## src/rtl/product_bcd_formatter.sv

```systemverilog
// product_bcd_formatter: converts a product word to sign + packed BCD using
// a one-bit-per-clock shift-add-3 (double-dabble) sequence.
`default_nettype none

module product_bcd_formatter #(
  parameter int WIDTH  = 16,
  parameter int DIGITS = 5,
  parameter bit SIGNED = 1'b1
) (
  input  logic                  clk,
  input  logic                  rst,
  input  logic                  in_valid,
  input  logic [WIDTH-1:0]      in_data,
  output logic                  in_ready,
  output logic                  out_valid,
  output logic                  sign,
  output logic [4*DIGITS-1:0]   bcd
);

  localparam int CW = $clog2(WIDTH + 1);

  typedef enum logic [0:0] {
    IDLE    = 1'b0,
    CONVERT = 1'b1
  } state_t;

  state_t              state;
  logic [WIDTH-1:0]    mag;
  logic [4*DIGITS-1:0] work;
  logic [CW-1:0]       count;
  logic                neg;

  logic                in_neg;
  logic [4*DIGITS-1:0] corrected;
  logic [4*DIGITS-1:0] next_work;

  assign in_neg   = SIGNED && in_data[WIDTH-1];
  assign in_ready = (state == IDLE);

  // Add-3 correction happens before each shift, so the final value needs none.
  always_comb begin
    corrected = work;
    for (int d = 0; d < DIGITS; d++) begin
      if (work[4*d +: 4] >= 4'd5) begin
        corrected[4*d +: 4] = work[4*d +: 4] + 4'd3;
      end
    end
    next_work = {corrected[4*DIGITS-2:0], mag[WIDTH-1]};
  end

  always_ff @(posedge clk) begin
    if (rst) begin
      state     <= IDLE;
      mag       <= '0;
      work      <= '0;
      count     <= '0;
      neg       <= 1'b0;
      out_valid <= 1'b0;
      sign      <= 1'b0;
      bcd       <= '0;
    end else begin
      out_valid <= 1'b0;
      case (state)
        IDLE: begin
          if (in_valid) begin
            mag   <= in_neg ? (~in_data) + WIDTH'(1) : in_data;
            neg   <= in_neg;
            work  <= '0;
            count <= '0;
            state <= CONVERT;
          end
        end
        CONVERT: begin
          work  <= next_work;
          mag   <= {mag[WIDTH-2:0], 1'b0};
          count <= count + CW'(1);
          if (count == CW'(WIDTH - 1)) begin
            bcd       <= next_work;
            sign      <= neg;
            out_valid <= 1'b1;
            state     <= IDLE;
          end
        end
        default: state <= IDLE;
      endcase
    end
  end

endmodule

`default_nettype wire
```

## config.mk

```make
export PLATFORM = sky130hd
export DESIGN_NAME = product_bcd_formatter
export DESIGN_NICKNAME = d
export VERILOG_FILES = /design/src/rtl/product_bcd_formatter.sv
export SDC_FILE = /design/constraint.sdc
export NUM_CORES = 1
export LEC_CHECK = 0
export CAP_MARGIN = 20
export CORE_MARGIN = 2
export CORE_UTILIZATION = 55
export DETAILED_ROUTE_END_ITERATION = 16
export DONT_BUFFER_PORTS = 1
export PLACE_DENSITY = 0.79
export SYNTH_ARGS = -nofsm -noshare
export SYNTH_HDL_FRONTEND = slang
export SYNTH_SLANG_ARGS = --single-unit
```

## constraint.sdc

```tcl
create_clock -name clk -period 4.3 [get_ports clk]
set_input_delay 0.43 -clock clk [delete_from_list [all_inputs] [get_ports clk]]
set_output_delay 0.43 -clock clk [all_outputs]
set_load 0.05 [all_outputs]
```

# Word-level counts from Yosys, hierarchy flattened
# Cells that the tools add are included.
# classes
n_addsub,7
n_bitwise,2
n_mux,16
reduce_logical,3
magnitude_cmp,5
eq_ne,2
# ops
cell,count
$pmux W20 S2,1
$mux W16,2
$pmux W16 S2,1
$ge A4 B3 Y1 const B,5
$mux W20,1
$add A16 B1 Y16 const B,1
$add A4 B2 Y4 const B,4
$mux W4,4
$not A16 Y16,1
$pmux W5 S2,1
$add A5 B1 Y5 const B,1
$eq A5 B4 Y1 const B,1
$mux W5,1
$reduce_and A2 Y1,2
$add A3 B2 Y3 const B,1
$mux W1,3
$mux W3,1
$ne A2 B2 Y1 const B,1
$pmux W1 S2,1
$reduce_or A2 Y1,1
$not A1 Y1,1
# totals
ff_bits,65
wordCells,43
input_bits,19

# Longest topological paths before layout
# logic_depth
depth_word,5
depth_mapped,9
ltp_nobuf,7

# Worst setup path before layout
# No wires, ideal clock.
# synth_path
path_kind,input port to flip-flop
start,in in_data[0]
end,reg mag[14]
cell_stages,8
required_time_ns,4.172
path_buffers,1
setup_ns,0.128
t_arrival_ns,1.852
slack_ns,2.321
cell_sequence,inv_1 -> ha_1 -> or3b_1 -> clkbuf_1 -> o41ai_2 -> xnor2_1 -> a221oi_1 -> nor2_1
# synth_via
elab_chain_len,5
# synth_rtl
item,line_no,source
"start, declared",13,"input logic [WIDTH-1:0] in_data,"
$not A16 Y16,66,mag <= in_neg ? (~in_data) + WIDTH'(1) : in_data;
$add A16 B1 Y16,66,
$mux W16,66,
$mux W16,65,if (in_valid) begin
$pmux W16 S2,63,case (state)
"end signal, assigned",66,
"end signal, assigned",75,"mag <= {mag[WIDTH-2:0], 1'b0};"
"end, declared",28,logic [WIDTH-1:0] mag;
# Every way passes these cells. The select of a mux whose other input is x is not followed.
# A chain may end at the register's enable or synchronous reset.

# Worst setup path in the final report
# layout_path
start,reg state
end,reg bcd[6]
# layout_via
elab_chain_len,1
# layout_rtl
item,line_no,source
"start, declared",27,state_t state;
"start signal, assigned",53,state <= IDLE;
"start signal, assigned",70,state <= CONVERT;
"start signal, assigned",81,state <= IDLE;
$reduce_and A2 Y1 (no line),-,
"end signal, assigned",78,bcd <= next_work;
"end, declared",17,output logic [4*DIGITS-1:0] bcd
# Every way passes these cells.

==> impl_metrics.ini <==
[setup_path]
path_max_fanout = 73
timing.critical_path.arrival_ns = 2.24
setup.worst_path.end_class = register
timing.critical_path.from_type = register
crit-reg2reg-launch = state
required_ns = 4.58
timing.critical_path.from = state
critical_path_class = register to register

[floorplan]
io_pins = 42
floorplan.initialDensity_pct = 57.8
die_height_um = 80.5
die_area_um2 = 6480
width_of_the_die_um = 80.5
fp-row-count = 27
coreArea_um2 = 5570

[global_route]
grt_remaining_overflow = 0
grt_pass1_vias = 2482
global_route_wire_length_before_repair_um = 10900
grt_max_degree = 74
grt_usage_pct = 21.4
number_of_antenna_violations_at_the_first_check_in_global_routing = 0

[timing]
fin_worst_skew_ns = 0.00701
report.final.hold_viol_count = 0
setup-violations-final = 0
min_period_over_period_pct = 45.7
grt_setup_unrepaired = no
worstMarginPinSlew_ns = 0.685
fmaxAchievable_mhz = 509
time_the_worst_path_needs_with_i_o_delays_and_setup_ns = 1.97
slew_viol_final = 0
totalNegativeSetupSlack_ns = 0
timing.slew.headroom_pct = 54.3
final.hold.worst_slack_ns = 0.163

[synth]
share_of_the_synthesized_area_in_the_top_cell_type_pct = 40.4
yosys_warnings = 0
yosys.cell_count.top_type = dfxtp_1
top_reg_cell_synth = dfxtp_1
syn-cell-area_um2 = 3220
synth.largest_area_cell = dfxtp_1
synth-seq-cells = 65
synth-edff-count = 0
synth.area.top_cells = dfxtp_1 (40%), a21oi_1 (7.3%), ha_1 (5.1%)
synth_nets = 408
postSynthAreaPerCell_um2 = 8.56
synth.cells.most_frequent = dfxtp_1 (65), a21oi_1 (47), nor2_1 (31)
netlist-cell-type-count = 38
syn_inst_count = 376
post_synthesis_sequential_area_ratio_pct = 40.4
asyncSetResetFlopFracSynth_pct = 0

[power]
share_comb_of_total_power_pct = 6.6
power_per_cell_area_nw_per_um2 = 351
pwr-share-clk_pct = 41.6
p_leak_nw = 1.22
max-vdd-ir-drop_uv = 205
pwr-share-seq_pct = 51.8
net-switching-power_w = 0.000269
power.switching_fraction_pct = 22.4
power.internal_w = 0.000932

[clock_tree]
postCtsSetupRepairBufs = 0
cts_hold_repair.buffers = 0
cts-buffers-inserted = 9
clock_pin_slew_on_the_worst_setup_and_hold_paths_ns = 0.07
insertion_delay_ns = 0.33
clock-root-buffer = clkbuf_8
postCtsResizedCells = 0
ctsLongestPathBuffers = 2
htree_levels = 3
clock_tree_from_tritoncts = built
cts_num_sinks = 65

[final_layout]
areaGrowthSynthToFinish_pct = 6.14
final-seq-area_um2 = 1300
multiInputGateArea_um2 = 1760
drive_gt1_share_pct = 6.50
fin_nets = 396
final_core_util_pct = 61.3
num_antenna_cells = 0
filler_cell_count = 485

[detailed_routing]
route.detailed.drc = 0
number_of_routed_nets_with_antenna_violations = 0
viasPerCell = 5.85
first_iter_violations = 143
dr_total_vias = 2578
drtPass1Iterations = 4
detail_route.wl_per_cell_um = 14.5
routed_wl_um = 6400

[placement]
gp_congestion = 0.845
numPortBuffers = 0
dpl.hpwl_um = 4370

[min_path]
hold_path.class = input port to register
hold_start = rst

[run_status]
run_status = complete, no violations

[job]
drv_cap = 0
final timing paths:
path / end / slack, ns / cells past startpoint
max: bcd[6] / 2.33 / 5
min reg2reg: mag[6] / 0.48 / 2
max reg2reg: bcd[6] / 2.33 / 5
min: work[0] / 0.16 / 1
power groups by stage:
stage	clock network, W	logic (W)	registers (W)
after floorplan	0	0.0000792	0.000634
after global placement	0	0.0000771	0.000636
after detailed placement	0	0.0000793	0.000636
after CTS	0.000512	0.0000792	0.000623
after global routing	0.000535	0.0000884	0.000624
final	0.000499	0.0000788	0.000623
layer usage:
layer  GRT usage, %  vias up  part of all wire [%]
li1               -     1307                     -
met1           25.3     1193                    45
met2           37.1       72                    50
met3           3.93        6                   4.3
met4           10.3        0                   1.0
met5              0        -                     0
flip-flops by register name, indices dropped and copies added, names as in the netlist:
name,count
neg,1
work,20
state,1
count,5
out_valid,1
bcd,20
sign,1
mag,16
final cells by class:
cell class,count,area share (%)
repair buffers,3,0.659
clock inverters,3,1.17
inverters,15,1.65
multi-input cells,270,51.4
well taps,72,2.64
flip-flops and latches,65,38.1
clock buffers,13,4.36
cells by family (layout without fill, tap and decap cells):
kind of cell | Yosys count | count (layout) | share of synthesized area (%)
xor+xnor | 18 | 18 | 4.90
buf+inv | 41 | 34 | 5.01
compound gates | 105 | 105 | 20.5
mux | 12 | 12 | 3.73
flops | 65 | 65 | 40.4
fa+ha+maj | 13 | 13 | 5.05
simple gates | 122 | 122 | 20.4
stage by stage:
step           setup slack (ns)  power [W]  instance area [um^2]  std cells
2_1_floorplan              2.32   0.000713                  3220        376
3_3_place_gp               2.31   0.000713                  3230        425
3_5_place_dp               2.26   0.000715                  3230        425
4_1_cts                    2.33    0.00121                  3420        441
5_1_grt                    2.15    0.00125                  3420        441
6_report                   2.33    0.00120                  3420        441
layout by cell type, fill, tap and decap left out, types with 4 or more instances in the layout:
cell      instances
a21oi_1          47
a221oi_1          4
a22o_1           12
clkbuf_8         10
dfxtp_1          64
ha_1             13
inv_1            14
mux2i_1          12
nand2_1          19
nand2b_1         13
nand3_1           7
nor2_1           31
nor3_1           12
nor3b_1          21
o21ai_0          22
o22ai_1           5
o31ai_1           4
or3_1             5
xnor2_1          14
xor2_1            4
critical path: stages (launching register included):
cell	delay, ns
dfxtp_2	0.33
buf_4	0.54
nand2_1	0.08
or2_2	0.38
inv_1	0.37
a22o_1	0.20
(Power assumes the default switching activity.)
